<file path="src/rtl/sha256_nblock.sv">
// sha256_nblock: multi-block SHA-256 over a word-addressed memory, one round per clock.
// Build option SHA256_DONE_PULSE_EN: done becomes a one-cycle pulse instead of an idle level.
`default_nettype none
module sha256_nblock #(
  parameter int NUM_OF_WORDS = 20
) (
  input  logic        clk,
  input  logic        reset_n,
  input  logic        start,
  input  logic [15:0] message_addr,
  input  logic [15:0] output_addr,
  output logic        done,
  output logic        mem_clk,
  output logic        mem_we,
  output logic [15:0] mem_addr,
  output logic [31:0] mem_write_data,
  input  logic [31:0] mem_read_data
);
  localparam int          NB       = (NUM_OF_WORDS + 18) / 16;
  localparam logic [15:0] C_N      = 16'(NUM_OF_WORDS);
  localparam logic [15:0] C_LAST_T = 16'(16 * NB - 1);
  localparam logic [31:0] C_LEN    = 32'(32 * NUM_OF_WORDS);
  localparam logic [6:0]  C_LAST_B = 7'(NB - 1);

  localparam logic [31:0] C_IV [8] = '{
    32'h6a09e667, 32'hbb67ae85, 32'h3c6ef372, 32'ha54ff53a,
    32'h510e527f, 32'h9b05688c, 32'h1f83d9ab, 32'h5be0cd19};

  localparam logic [31:0] C_K [64] = '{
    32'h428a2f98, 32'h71374491, 32'hb5c0fbcf, 32'he9b5dba5, 32'h3956c25b, 32'h59f111f1, 32'h923f82a4, 32'hab1c5ed5,
    32'hd807aa98, 32'h12835b01, 32'h243185be, 32'h550c7dc3, 32'h72be5d74, 32'h80deb1fe, 32'h9bdc06a7, 32'hc19bf174,
    32'he49b69c1, 32'hefbe4786, 32'h0fc19dc6, 32'h240ca1cc, 32'h2de92c6f, 32'h4a7484aa, 32'h5cb0a9dc, 32'h76f988da,
    32'h983e5152, 32'ha831c66d, 32'hb00327c8, 32'hbf597fc7, 32'hc6e00bf3, 32'hd5a79147, 32'h06ca6351, 32'h14292967,
    32'h27b70a85, 32'h2e1b2138, 32'h4d2c6dfc, 32'h53380d13, 32'h650a7354, 32'h766a0abb, 32'h81c2c92e, 32'h92722c85,
    32'ha2bfe8a1, 32'ha81a664b, 32'hc24b8b70, 32'hc76c51a3, 32'hd192e819, 32'hd6990624, 32'hf40e3585, 32'h106aa070,
    32'h19a4c116, 32'h1e376c08, 32'h2748774c, 32'h34b0bcb5, 32'h391c0cb3, 32'h4ed8aa4a, 32'h5b9cca4f, 32'h682e6ff3,
    32'h748f82ee, 32'h78a5636f, 32'h84c87814, 32'h8cc70208, 32'h90befffa, 32'ha4506ceb, 32'hbef9a3f7, 32'hc67178f2};

  typedef enum logic [2:0] {
    S_IDLE    = 3'd0,
    S_FETCH   = 3'd1,
    S_COMPUTE = 3'd2,
    S_UPDATE  = 3'd3,
    S_WRITE   = 3'd4
  } state_t;

  function automatic logic [31:0] f_ror(input logic [31:0] x, input int n);
    return (x >> n) | (x << (32 - n));
  endfunction

  state_t      r_state;
  logic [31:0] r_h [8];
  logic [31:0] r_v [8];
  logic [31:0] r_w [16];
  logic [6:0]  r_blk;
  logic [6:0]  r_cnt;
  logic [15:0] r_msg_base;
  logic [15:0] r_out_base;
`ifdef SHA256_DONE_PULSE_EN
  logic        r_done;
  assign done = r_done;
`else
  assign done = (r_state == S_IDLE);
`endif

  assign mem_clk = clk;

  // Word index t of the word arriving this FETCH cycle (captured one cycle after its address).
  logic [15:0] w_t;
  logic [31:0] w_pad;
  logic [15:0] w_next_base;
  assign w_t         = 16'({r_blk, 4'b0000}) + {9'b0, r_cnt} - 16'd1;
  assign w_pad       = (w_t < C_N)       ? mem_read_data :
                       (w_t == C_N)      ? 32'h80000000  :
                       (w_t == C_LAST_T) ? C_LEN         : 32'h0;
  assign w_next_base = r_msg_base + 16'({r_blk + 7'd1, 4'b0000});

  logic [31:0] w_sched, w_t1, w_t2;
  assign w_sched = (f_ror(r_w[14], 17) ^ f_ror(r_w[14], 19) ^ (r_w[14] >> 10)) + r_w[9]
                 + (f_ror(r_w[1], 7) ^ f_ror(r_w[1], 18) ^ (r_w[1] >> 3)) + r_w[0];
  assign w_t1 = r_v[7] + (f_ror(r_v[4], 6) ^ f_ror(r_v[4], 11) ^ f_ror(r_v[4], 25))
              + ((r_v[4] & r_v[5]) ^ (~r_v[4] & r_v[6])) + C_K[r_cnt[5:0]] + r_w[0];
  assign w_t2 = (f_ror(r_v[0], 2) ^ f_ror(r_v[0], 13) ^ f_ror(r_v[0], 22))
              + ((r_v[0] & r_v[1]) ^ (r_v[0] & r_v[2]) ^ (r_v[1] & r_v[2]));

  always_ff @(posedge clk or negedge reset_n) begin
    if (!reset_n) begin
      r_state        <= S_IDLE;
      r_blk          <= '0;
      r_cnt          <= '0;
      r_msg_base     <= '0;
      r_out_base     <= '0;
      mem_we         <= 1'b0;
      mem_addr       <= '0;
      mem_write_data <= '0;
      for (int i = 0; i < 8; i++) begin
        r_h[i] <= '0;
        r_v[i] <= '0;
      end
      for (int i = 0; i < 16; i++) r_w[i] <= '0;
`ifdef SHA256_DONE_PULSE_EN
      r_done <= 1'b0;
`endif
    end else begin
`ifdef SHA256_DONE_PULSE_EN
      r_done <= 1'b0;
`endif
      case (r_state)
        S_IDLE: begin
          if (start) begin
            r_h        <= C_IV;
            r_v        <= C_IV;
            r_msg_base <= message_addr;
            r_out_base <= output_addr;
            r_blk      <= '0;
            r_cnt      <= '0;
            mem_addr   <= message_addr;
            r_state    <= S_FETCH;
          end
        end
        S_FETCH: begin
          mem_addr <= mem_addr + 16'd1;
          if (r_cnt != 7'd0) begin
            for (int i = 0; i < 15; i++) r_w[i] <= r_w[i + 1];
            r_w[15] <= w_pad;
          end
          if (r_cnt == 7'd16) begin
            r_cnt   <= '0;
            r_state <= S_COMPUTE;
          end else begin
            r_cnt <= r_cnt + 7'd1;
          end
        end
        S_COMPUTE: begin
          r_v[0] <= w_t1 + w_t2;
          r_v[1] <= r_v[0];
          r_v[2] <= r_v[1];
          r_v[3] <= r_v[2];
          r_v[4] <= r_v[3] + w_t1;
          r_v[5] <= r_v[4];
          r_v[6] <= r_v[5];
          r_v[7] <= r_v[6];
          for (int i = 0; i < 15; i++) r_w[i] <= r_w[i + 1];
          r_w[15] <= w_sched;
          if (r_cnt == 7'd63) begin
            r_cnt   <= '0;
            r_state <= S_UPDATE;
          end else begin
            r_cnt <= r_cnt + 7'd1;
          end
        end
        S_UPDATE: begin
          for (int i = 0; i < 8; i++) begin
            r_h[i] <= r_h[i] + r_v[i];
            r_v[i] <= r_h[i] + r_v[i];
          end
          r_cnt <= '0;
          if (r_blk == C_LAST_B) begin
            mem_we         <= 1'b1;
            mem_addr       <= r_out_base;
            mem_write_data <= r_h[0] + r_v[0];
            r_state        <= S_WRITE;
          end else begin
            r_blk    <= r_blk + 7'd1;
            mem_addr <= w_next_base;
            r_state  <= S_FETCH;
          end
        end
        S_WRITE: begin
          if (r_cnt == 7'd7) begin
            mem_we  <= 1'b0;
            r_cnt   <= '0;
            r_state <= S_IDLE;
`ifdef SHA256_DONE_PULSE_EN
            r_done  <= 1'b1;
`endif
          end else begin
            r_cnt          <= r_cnt + 7'd1;
            mem_addr       <= mem_addr + 16'd1;
            mem_write_data <= r_h[3'(r_cnt + 7'd1)];
          end
        end
        default: r_state <= S_IDLE;
      endcase
    end
  end
endmodule
`default_nettype wire
</file>
<file path="config.mk">
export PLATFORM = sky130hd
export DESIGN_NAME = sha256_nblock
export DESIGN_NICKNAME = d
export VERILOG_FILES = /design/src/rtl/sha256_nblock.sv
export SDC_FILE = /design/constraint.sdc
export NUM_CORES = 2
export LEC_CHECK = 0
export CAP_MARGIN = 10
export CORE_UTILIZATION = 54
export CTS_BUF_LIST = sky130_fd_sc_hd__clkbuf_8
export DETAILED_ROUTE_END_ITERATION = 16
export PLACE_DENSITY_LB_ADDON = 0.25
export SYNTH_ARGS = -nofsm -noshare
export SYNTH_HDL_FRONTEND = slang
export SYNTH_SLANG_ARGS = --single-unit
</file>
<file path="constraint.sdc">
create_clock -name clk -period 10.1 [get_ports clk]
set_input_delay 2.02 -clock clk [delete_from_list [all_inputs] [get_ports clk]]
set_output_delay 2.02 -clock clk [all_outputs]
set_load 0.01 [all_outputs]
</file>
==> impl_results.md <==
* Drc violations at 0
* CP max FO at 22
* # fillers at 11,867
* Post-detail-place hpwl at 187,000 um
* Adder-Cell Fraction of Synth Area at 0.123
* Tcrit/Tclk final at 0.867
* I/O Buffers at 117
* Gr usage total at 0.357
* Largest family of logic cells by synthesized area: compound AO/OA/AOI/OAI gates
* Die W at 376 um
* Routed wire length at about 250,000 um
* Resize count post-CTS at 0
* WL/cell at roughly 25 um
* Synth Area in XOR/XNOR at 0.0676
* Hold Buf Count CTS at 0
* Share of Yosys cell area claimed by the top area cell type at 0.373
* Starting Density at 0.546
* Congestion Overflow GR at 0
* Area after DPL at 78,200 sq um
* Share of cells above drive strength 1 at 0.124
* Post-synthesis cell area at between 70,000 and 80,000 sq um
* Post-CTS setup-driven buffer insertion count at 0
* Area contributors post-synth: dfrtp_1, ha_1, mux2_2
* Via count at 62,175
* Mux cell area share after synthesis at 0.0972
* Max Freq at ~110 MHz
* Fin. Hold Viols at 0
* Core Region at between 100,000 and 150,000 sq um
* Post-synth ARST share at 1.00
* Simple-gate share of the synthesized area at 0.116
* Max_slew headroom at 0.183
* Number of synthesized flops with an enable pin at 0
* Final setup vio count at 0
* Layout Nets at 8,612
* Yosys cell types at between 90 and 100
* Max IR drop VDD at 0.185 mV
* Synth Net Count at 8,623
* Compound-gate portion of the synthesized area at 0.176
* Global-route wire length before repair at 380,000 um
* Power Density at 119 nW/um^2
* Predominant post-synthesis flop cell: dfrtp_1
* Worst endpoint data arrival time at 9.72 ns
* Buffers plus inverters on the worst setup path at 5
* Leak at a little under 40 nW
* Worst-Margin Slew at roughly 1.2 ns
* Max capacitance violation total at 0
* Die area at 141,000 sq um
* Wire length on met2 at between 100,000 and 150,000 um
* Syn-to-layout area delta at 9.32%
* Initial DRC count at 6,642
* Vias per cell at 6.25
* Outcome: finished clean
* Synth cell count leaders: dfrtp_1, nand2_1, nor2_1
* Worst skew pair latency at 1.10 ns
* Synthesized flop and latch total at 1,122
* Yosys warning count at 0
* Post-Layout Cell Count at 9,955
* Period minus WS final at 8.76 ns
* DR pass1 iterations at 7
* Cell Rows at 136
* Top-count cell post-synth: dfrtp_1
* CP delay by family, top: compound AO/OA/AOI/OAI gates
* Post-route ant nets at 0
* Io pins at 118
* WP data required at between 10 and 15 ns
* Setup Crit Path Kind: flop to flop
* CTS tree: built
* CP dominant cell by count: inv_1
* Vias in the first global route at between 50,000 and 60,000
* Cell taking the most area after synthesis: dfrtp_1
* Critical path launch point type: flop
* Placer Congestion at 1.01
* Endpoint class of the critical path: flop
* CTS clk-pin slew, worst paths at roughly 0.060 ns
* Largest net degree at the start of global routing at 208
* Met3 wire length at 23,500 um
* Seq/Total Area, Yosys at 0.373
* Syn avg cell area at 9.50 sq um
* Die height at 376 um
* Clock skew at ~0.080 ns
* WL met1 at 105,000 um
* Setup repair after global routing missed its margin: no
* Placed cells at 9,588
* Max Transition Viols Final at 0
* Crit-path max cell delay at 0.61 ns
* Initial antenna violation count at 7
* Synthesized instance count at 7,937
* Max Used Layer: met5
* Accumulated negative setup slack at 0 ns
* Non-Filler Cell Area, Final at just over 80,000 sq um
* Hold WC Path Type: flop to flop
* Crit-path slowest cell: dfrtp_4
[kinds of logic after synthesis]
kind of cell | after synthesis
AOI/OAI and AO/OA | 2063
and+or+nand+nor | 2021
buffers and inverters | 943
DFF | 1122
muxes | 587
xor gates and xnor gates | 580
adders and majority gates | 621
[final timing paths]
check                                           from              endpoint  slack (ns)  depth (start not counted)
worst max-delay path            r_cnt[0]$_DFFE_PN0P_  r_v[254]$_DFFE_PN0P_        1.34                         34
worst min-delay path            r_w[162]$_DFFE_PN0P_  r_w[194]$_DFFE_PN0P_        0.46                          2
worst max register to register  r_cnt[0]$_DFFE_PN0P_  r_v[254]$_DFFE_PN0P_        1.34                         34
worst min register to register  r_w[162]$_DFFE_PN0P_  r_w[194]$_DFFE_PN0P_        0.46                          2
max in group asynchronous                    reset_n  r_w[452]$_DFFE_PN0P_        6.94                          3
min in group asynchronous                    reset_n  r_v[202]$_DFFE_PN0P_        0.95                          1
[routing by layer]
metal	vias to the layer above	GRT usage
li1	27845	-
met1	30828	0.489
met2	2889	0.533
met3	605	0.0849
met4	8	0.172
met5	-	0
[state kept, by name (all words and copies together) (netlist names)]
name / cells
r_msg_base: 16
r_blk: 7
r_cnt: 7
mem_write_data: 32
mem_we: 1
r_h: 256
r_out_base: 16
r_w: 512
mem_addr: 16
r_state: 3
r_v: 256
[placed cells by master (no fill, tap or decap), types with 48 or more instances in the layout]
cell type / n
nand2b_1: 48
mux2_2: 461
clkdlybuf4s50_1: 116
o21bai_1: 58
o21ai_0: 530
nand2_1: 864
ha_1: 419
o31ai_1: 66
nor2_1: 641
a211oi_1: 80
a21o_1: 231
a31oi_1: 93
a21oi_1: 464
a22oi_1: 73
nor3_1: 69
o211ai_1: 60
o21a_1: 67
mux2i_1: 56
fa_1: 198
buf_4: 80
xnor2_1: 359
clkbuf_8: 252
mux4_2: 70
inv_1: 574
dfrtp_1: 1117
nand3_1: 120
xor2_1: 220
[area by class of cell]
| class | count | area (sq um) | area share |
|---|---|---|---|
| inverters | 524 | 1970 | 0.0239 |
| well taps | 1863 | 2330 | 0.0283 |
| flip-flops and latches | 1122 | 28100 | 0.341 |
| multi-input cells | 5872 | 43800 | 0.532 |
| diodes | 6 | 15.0 | 0.000182 |
| clock buffers | 253 | 3480 | 0.0422 |
| repair buffers | 208 | 1980 | 0.0241 |
| clock inverters | 107 | 708 | 0.00860 |
[through the flow]
stage | util | power, mW | hold slack (ns) | setup WS [ns]
floorplan | - | 5.13 | 0.440 | 2.00
global placement | 0.567 | 5.42 | 0.453 | 1.58
detailed placement | 0.567 | 5.42 | 0.456 | 1.53
CTS | 0.597 | 9.87 | 0.455 | 1.49
global route | 0.597 | 10.2 | 0.464 | 0.823
finish | 0.597 | 9.82 | 0.455 | 1.34
[worst min-delay path, cell delays in order, from the launching register on]
cell and delay [ns]:
dfrtp_1 0.34, nand2_1 0.05, o21ai_0 0.07
[where the power goes]
| part | leakage (nW) | total [mW] | switching (mW) | internal [mW] |
|---|---|---|---|---|
| combinational | 23.0 | 0.828 | 0.516 | 0.312 |
| clock | 2.39 | 4.47 | 2.09 | 2.38 |
| sequential | 14.0 | 4.52 | 0.0165 | 4.50 |
No activity file was read; power rests on OpenSTA's default activity.
